### config.mk
export PLATFORM = sky130hd
export DESIGN_NAME = seq_shift_add_mult_flat
export DESIGN_NICKNAME = d
export VERILOG_FILES = /design/src/rtl/seq_shift_add_mult_pkg.sv /design/src/rtl/seq_shift_add_mult_if.sv /design/src/rtl/seq_shift_add_mult_add_step.sv /design/src/rtl/seq_shift_add_mult.sv /design/src/flat_wrapper.sv
export SDC_FILE = /design/constraint.sdc
export NUM_CORES = 1
export LEC_CHECK = 0
export BUFFER_PORTS_ARGS = -buffer_cell sky130_fd_sc_hd__buf_2
export CAP_MARGIN = 20
export CORE_UTILIZATION = 55
export DETAILED_ROUTE_END_ITERATION = 16
export PLACE_DENSITY = 0.76
export SLEW_MARGIN = 20
export SYNTH_ARGS = -nofsm -noshare
export SYNTH_HDL_FRONTEND = slang
export SYNTH_SLANG_ARGS = --single-unit
### constraint.sdc
create_clock -name clk -period 2.7 [get_ports clk]
set_input_delay 0.27 -clock clk [delete_from_list [all_inputs] [get_ports clk]]
set_output_delay 0.27 -clock clk [all_outputs]
set_load 0.05 [all_outputs]
### src/rtl/seq_shift_add_mult_pkg.sv
// Shared types and sizing for the shift-and-add multiplier.
// No logic, no latency; nothing here applies backpressure.
// Holds the FSM state encoding and the default operand and counter widths.
package mult_pkg;

    localparam int MULT_WIDTH = 16;
    localparam int CNT_W      = $clog2(MULT_WIDTH) + 1;

    typedef enum logic [1:0] {
        IDLE = 2'd0,
        BUSY = 2'd1,
        DONE = 2'd2
    } state_t;

endpackage

### src/rtl/seq_shift_add_mult_if.sv
// Operand/product handshake bundle for the shift-and-add multiplier.
// No logic and no latency of its own.
// Backpressure: valid/ready on both the operand side and the product side.
interface seq_shift_add_mult_if
    import mult_pkg::*;
#(
    parameter int WIDTH = MULT_WIDTH
);

    logic               in_valid;
    logic               in_ready;
    logic [WIDTH-1:0]   in_a;
    logic [WIDTH-1:0]   in_b;
    logic               out_valid;
    logic               out_ready;
    logic [2*WIDTH-1:0] out_prod;
    logic               busy;

    modport master (
        output in_valid, in_a, in_b, out_ready,
        input  in_ready, out_valid, out_prod, busy
    );

    modport slave (
        input  in_valid, in_a, in_b, out_ready,
        output in_ready, out_valid, out_prod, busy
    );

endinterface

### src/rtl/seq_shift_add_mult_add_step.sv
// One partial-product step: adds the multiplicand into the high half when the multiplier LSB is set.
// Latency: combinational.
// Backpressure: none; the caller decides when the result is used.
module mult_add_step
    import mult_pkg::*;
#(
    parameter int WIDTH = MULT_WIDTH
) (
    input  logic [WIDTH-1:0] p_hi,
    input  logic [WIDTH-1:0] a,
    input  logic             p_lsb,
    output logic [WIDTH:0]   sum
);

    always_comb begin
        sum = {1'b0, p_hi};
        if (p_lsb) begin
            sum = {1'b0, p_hi} + {1'b0, a};
        end
    end

endmodule

### src/rtl/seq_shift_add_mult.sv
// Sequential shift-and-add multiplier, one partial product per clock; SIGNED_MODE_EN selects two's complement.
// Latency: out_valid rises WIDTH edges after the accepting edge; at most one result per WIDTH+2 cycles.
// Backpressure: in_ready only in IDLE; out_valid/out_prod held stable until out_ready.
module seq_shift_add_mult
    import mult_pkg::*;
#(
    parameter int WIDTH = MULT_WIDTH
) (
    input logic                  clk,
    input logic                  rst_n,
    seq_shift_add_mult_if.slave  bus
);

    localparam int CW = (CNT_W > $clog2(WIDTH) + 1) ? CNT_W : $clog2(WIDTH) + 1;

    state_t             state_q, state_d;
    logic [CW-1:0]      count_q, count_d;
    logic [2*WIDTH-1:0] p_q, p_d;
    logic [WIDTH-1:0]   a_q, a_d;
    logic [2*WIDTH-1:0] prod_q, prod_d;
    logic               in_ready_q, in_ready_d;
    logic               out_valid_q, out_valid_d;
    logic               busy_q, busy_d;

    logic [WIDTH:0]     step_sum;
    logic [2*WIDTH-1:0] p_step;
    logic [2*WIDTH-1:0] prod_final;
    logic [WIDTH-1:0]   mag_a, mag_b;

`ifdef SIGNED_MODE_EN
    logic sign_q, sign_d;

    // The most negative operand negates to 2^(WIDTH-1), which still fits unsigned.
    assign mag_a      = bus.in_a[WIDTH-1] ? -bus.in_a : bus.in_a;
    assign mag_b      = bus.in_b[WIDTH-1] ? -bus.in_b : bus.in_b;
    assign prod_final = sign_q ? -p_step : p_step;
`else
    assign mag_a      = bus.in_a;
    assign mag_b      = bus.in_b;
    assign prod_final = p_step;
`endif

    mult_add_step #(.WIDTH(WIDTH)) u_add_step (
        .p_hi  (p_q[2*WIDTH-1:WIDTH]),
        .a     (a_q),
        .p_lsb (p_q[0]),
        .sum   (step_sum)
    );

    // Shift right by one: the adder carry lands in the top bit, the consumed LSB drops out.
    assign p_step = {step_sum, p_q[WIDTH-1:1]};

    always_comb begin
        state_d = state_q;
        count_d = count_q;
        p_d     = p_q;
        a_d     = a_q;
        prod_d  = prod_q;
`ifdef SIGNED_MODE_EN
        sign_d  = sign_q;
`endif
        case (state_q)
            IDLE: begin
                if (bus.in_valid && in_ready_q) begin
                    state_d = BUSY;
                    a_d     = mag_a;
                    p_d     = {{WIDTH{1'b0}}, mag_b};
                    count_d = '0;
`ifdef SIGNED_MODE_EN
                    sign_d  = bus.in_a[WIDTH-1] ^ bus.in_b[WIDTH-1];
`endif
                end
            end
            BUSY: begin
                p_d     = p_step;
                count_d = count_q + 1'b1;
                if (count_q == CW'(WIDTH - 1)) begin
                    state_d = DONE;
                    prod_d  = prod_final;
                end
            end
            DONE: begin
                if (out_valid_q && bus.out_ready) begin
                    state_d = IDLE;
                end
            end
            default: state_d = IDLE;
        endcase

        in_ready_d  = (state_d == IDLE);
        out_valid_d = (state_d == DONE);
        busy_d      = (state_d != IDLE);
    end

    always_ff @(posedge clk or negedge rst_n) begin
        if (!rst_n) begin
            state_q     <= IDLE;
            count_q     <= '0;
            p_q         <= '0;
            a_q         <= '0;
            prod_q      <= '0;
            in_ready_q  <= 1'b1;
            out_valid_q <= 1'b0;
            busy_q      <= 1'b0;
`ifdef SIGNED_MODE_EN
            sign_q      <= 1'b0;
`endif
        end else begin
            state_q     <= state_d;
            count_q     <= count_d;
            p_q         <= p_d;
            a_q         <= a_d;
            prod_q      <= prod_d;
            in_ready_q  <= in_ready_d;
            out_valid_q <= out_valid_d;
            busy_q      <= busy_d;
`ifdef SIGNED_MODE_EN
            sign_q      <= sign_d;
`endif
        end
    end

    assign bus.in_ready  = in_ready_q;
    assign bus.out_valid = out_valid_q;
    assign bus.out_prod  = prod_q;
    assign bus.busy      = busy_q;

endmodule

### src/flat_wrapper.sv
// flat-port wrapper written by rule: the top's interface ports become plain ports
module seq_shift_add_mult_flat import mult_pkg::*;
#(
    parameter int WIDTH = MULT_WIDTH
)
  (clk, rst_n, bus_in_valid, bus_in_a, bus_in_b, bus_out_ready, bus_in_ready, bus_out_valid, bus_out_prod, bus_busy);
  seq_shift_add_mult_if #(.WIDTH(WIDTH)) bus_i ();
  input logic clk;
  input logic rst_n;
  input wire logic [$bits(bus_i.in_valid)-1:0] bus_in_valid;
  input wire logic [$bits(bus_i.in_a)-1:0] bus_in_a;
  input wire logic [$bits(bus_i.in_b)-1:0] bus_in_b;
  input wire logic [$bits(bus_i.out_ready)-1:0] bus_out_ready;
  output wire logic [$bits(bus_i.in_ready)-1:0] bus_in_ready;
  output wire logic [$bits(bus_i.out_valid)-1:0] bus_out_valid;
  output wire logic [$bits(bus_i.out_prod)-1:0] bus_out_prod;
  output wire logic [$bits(bus_i.busy)-1:0] bus_busy;
  assign bus_i.in_valid = bus_in_valid;
  assign bus_i.in_a = bus_in_a;
  assign bus_i.in_b = bus_in_b;
  assign bus_i.out_ready = bus_out_ready;
  assign bus_in_ready = bus_i.in_ready;
  assign bus_out_valid = bus_i.out_valid;
  assign bus_out_prod = bus_i.out_prod;
  assign bus_busy = bus_i.busy;
  seq_shift_add_mult #(.WIDTH(WIDTH)) u_core (.clk(clk), .rst_n(rst_n), .bus(bus_i));
endmodule
==> impl_results.md <==
* Clock Power Share at between 10% and 20%
* Cell row count at 32
* Switching share of power at between 40 and 50%
* H-tree depth at 3
* Max-Cap Viols at 0
* Met3 wire len at ~520 um
* Die Wd at about 90 um
* Area grow syn2layout at 16.3%
* Fillers at between 600 and 700
* Wl on met1 at approximately 4200 um
* Worst min path class: input pin to register
* Pwr/cell area at approximately 1500 mW/mm2
* Relative slew slack at 56.7%
* TritonCTS Buffers at 9
* # port buffers at 70
* Drt initial violations at 161
* RSZ-0062 raised after global routing: no
* Fmax at 0.399 GHz
* Synth Register Bits at 90
* Ys async rst share at between 90% and 100%
* Initial antenna violation count at 0
* Met2 wire length at between 4000 and 5000 um
* WL/cell at around 15 um
* Syn_nets at approximately 480
* Vias in the first global route at 3369
* Main synth FF type: dfrtp_1
* Share of cells above drive strength 1 at between 20% and 30%
* CTS tree: yes
* Outcome: finished clean
* Peak VDD IR at slightly above 0.7 mV
* Synthesized cell area at about 0.0044 mm2
* Via density at around 5.6
* Crit start category: register
* Post-synthesis cell type with the largest combined area: dfrtp_1
* DRT Pass-1 Iters at 4
* Setup Crit Path Kind: register to register
* Post-synth EDFFs at 0
* Minimum clock period at around 2.5 ns
* Crit share post-route at between 90% and 100%
* Sequential-to-total area share from yosys stat at between 50% and 60%
* Slowest-stage cell, CP: fa_1
* Clk buf depth at 2
* Clock-pin slew on the worst setup and hold paths at 0.09 ns
* Setup tns final at 0 ns
* Area fraction of the dominant cell type after synthesis at 51.1%
* Yosys warning count at 0
* CP required at 3.00 ns
* Most instantiated library cell after synthesis: dfrtp_1
* Worst skew pair latency at between 0.3 and 0.4 ns
* Core footprint at 0.00769 mm2
* Final setup fails at 0
* Cells after synthesis at 426
* Detailed Route WL at 9180 um
* Ant. Diodes at 0
* Clock sinks at 90
* Max layer used: met4
* Crit path cell chain: ha_1, fa_1, a211oi_2, o21ai_2, nand3_2, o21ai_2, a311o_1, or3_1, nand3_1
* Initial Util at between 50% and 60%
* Top cell by count, worst path: o21ai_2
* Hold slack at roughly 0.13 ns
* Via count at about 3400
* All-Layer GR Usage at between 20% and 30%
* Final-report max-slew violation count at 0
* Count of cell types in the netlist at 43
* Cell Int Power at approximately 3.9 mW
* Final hold vios at 0
* Final net count at approximately 550
* Detail Placement HPWL at 6420 um
* Seq pwr share at 32.5%
* Clk_skew at between 0.009 and 0.01 ns
* Sw Pwr at approximately 3.5 mW
* Clock Tree Root: clkbuf_8
* Max stage delay on crit path at 0.45 ns
* Num ports at just over 70
* Most area-consuming cells after synthesis: dfrtp_1, mux2_2, ha_1
* CP endpoint kind: register
* CP Data Arrival Time at about 2.8 ns
* Die Y at 91.0 um
* Worst slew pin tran at around 0.65 ns
* Final Power at about 7.4 mW
* Routability cong. at between 0.8 and 0.9
* Largest net degree at the start of global routing at 47
* Antenna viol nets, final at 0
* Post_cts resized at 0
* Avg Cell Area, Syn at 10.2 um2
* Logic pwr share at between 50% and 60%
* First-pass GRT wire length at about 16000 um
* Post-route DRC at 0
* Pleak at around 2.5 nW
* Crit-path max FO at 3
* Total global routing overflow at 0
* Die area at between 0.008 and 0.009 mm2
* Most frequent cells after synthesis: dfrtp_1, nor2_1, nand2_1
## per-stage QoR
step	cells	setup slack (ns)	area, um2	util (%)
after floorplan	426	0.383	4360	-
after global routing	601	0.0566	5070	65.9
after global placement	584	0.285	4850	63.0
after CTS	601	0.199	5070	65.9
final	601	0.196	5070	65.9
after detailed placement	584	0.236	4850	63.0
## power by group through the flow
| stage | registers [mW] | clock network, mW | logic [mW] |
|---|---|---|---|
| finish | 2.42 | 0.968 | 4.04 |
| global route | 2.50 | 1.04 | 4.46 |
| CTS | 2.42 | 0.989 | 4.04 |
| detailed placement | 2.44 | 0 | 4.02 |
| global placement | 2.41 | 0 | 3.88 |
| floorplan | 3.03 | 0 | 2.49 |
## cell type report
class | count | area, um2 | share of cell area (%)
inverters | 6 | 22.5 | 0.444
clock buffers | 11 | 151 | 2.99
well taps | 102 | 128 | 2.52
multi-input cells | 309 | 2010 | 39.7
flip-flops and latches | 90 | 2250 | 44.5
repair buffers | 78 | 440 | 8.69
clock inverters | 5 | 61.3 | 1.21
## worst paths after layout
kind / start / endpoint / slack, ns / depth (start not counted)
min in group asynchronous: rst_n / u_core.p_q[23] / 0.44 / 2
max: u_core.p_q[16] / u_core.p_q[29] / 0.20 / 9
min reg2reg: u_core.bus.out_prod[19] / u_core.bus.out_prod[19] / 0.48 / 2
max in group asynchronous: rst_n / u_core.bus.in_ready / 1.57 / 3
max reg2reg: u_core.p_q[16] / u_core.p_q[29] / 0.20 / 9
min: bus_in_a[8] / u_core.a_q[8] / 0.13 / 2
## worst max-delay path: cells and delay by family (launching register included)
kind / cells / cell delay (ns)
and+or+nand+nor: 3 / 0.51
adders and majority gates: 2 / 0.68
AOI/OAI and AO/OA: 4 / 0.84
DFF: 1 / 0.41
## what timing repair did
item / 4_1_cts / 5_1_grt
buffers inserted: 0 / 0
endpoints found under the hold margin: 44 / 0
endpoints found under the setup margin: 0 / 0
hold buffers: 1 / 0
## registers in the layout, summed over array words and instances, names as in the netlist
register	flops
u_core.p_q	32
u_core.bus.in_ready	1
u_core.state_q	2
u_core.bus.out_valid	1
u_core.bus.busy	1
u_core.count_q	5
u_core.bus.out_prod	32
u_core.a_q	16
## logic make-up (layout without fill, tap and decap cells)
kind of cell	Yosys count	after routing	share of synthesized area, %
AND/OR/NAND/NOR	137	137	14.4
AO/OA/AOI/OAI	103	103	13.9
buffers and inverters	27	100	2.32
multiplexers	42	42	10.5
XOR/XNOR	8	8	1.61
flip-flops	90	90	51.7
adder cells (fa/ha/maj)	19	19	5.63
## routing by layer
layer,vias up,global-route usage [%]
li1,1641,-
met1,1624,30.0
met2,88,40.0
met4,0,7.80
met3,12,6.37
met5,-,0
## cells in the final DEF, fill, tap and decap left out, drive strengths merged, types with 2 or more instances in the layout
cell	n
nor2b	8
or3	3
ha	18
nor3b	2
buf	77
nor2	44
xnor2	5
mux2i	11
clkinvlp	3
a31oi	5
o21ai	49
o21a	2
nand4	3
and3	2
clkbuf	11
xor2	3
o211ai	2
a21o	2
nand2	39
inv	7
a211oi	2
nand3	28
o21bai	2
dfrtp	89
o22ai	15
mux2	31
nand2b	5
a21oi	19
No activity file was read; power rests on OpenSTA's default activity.
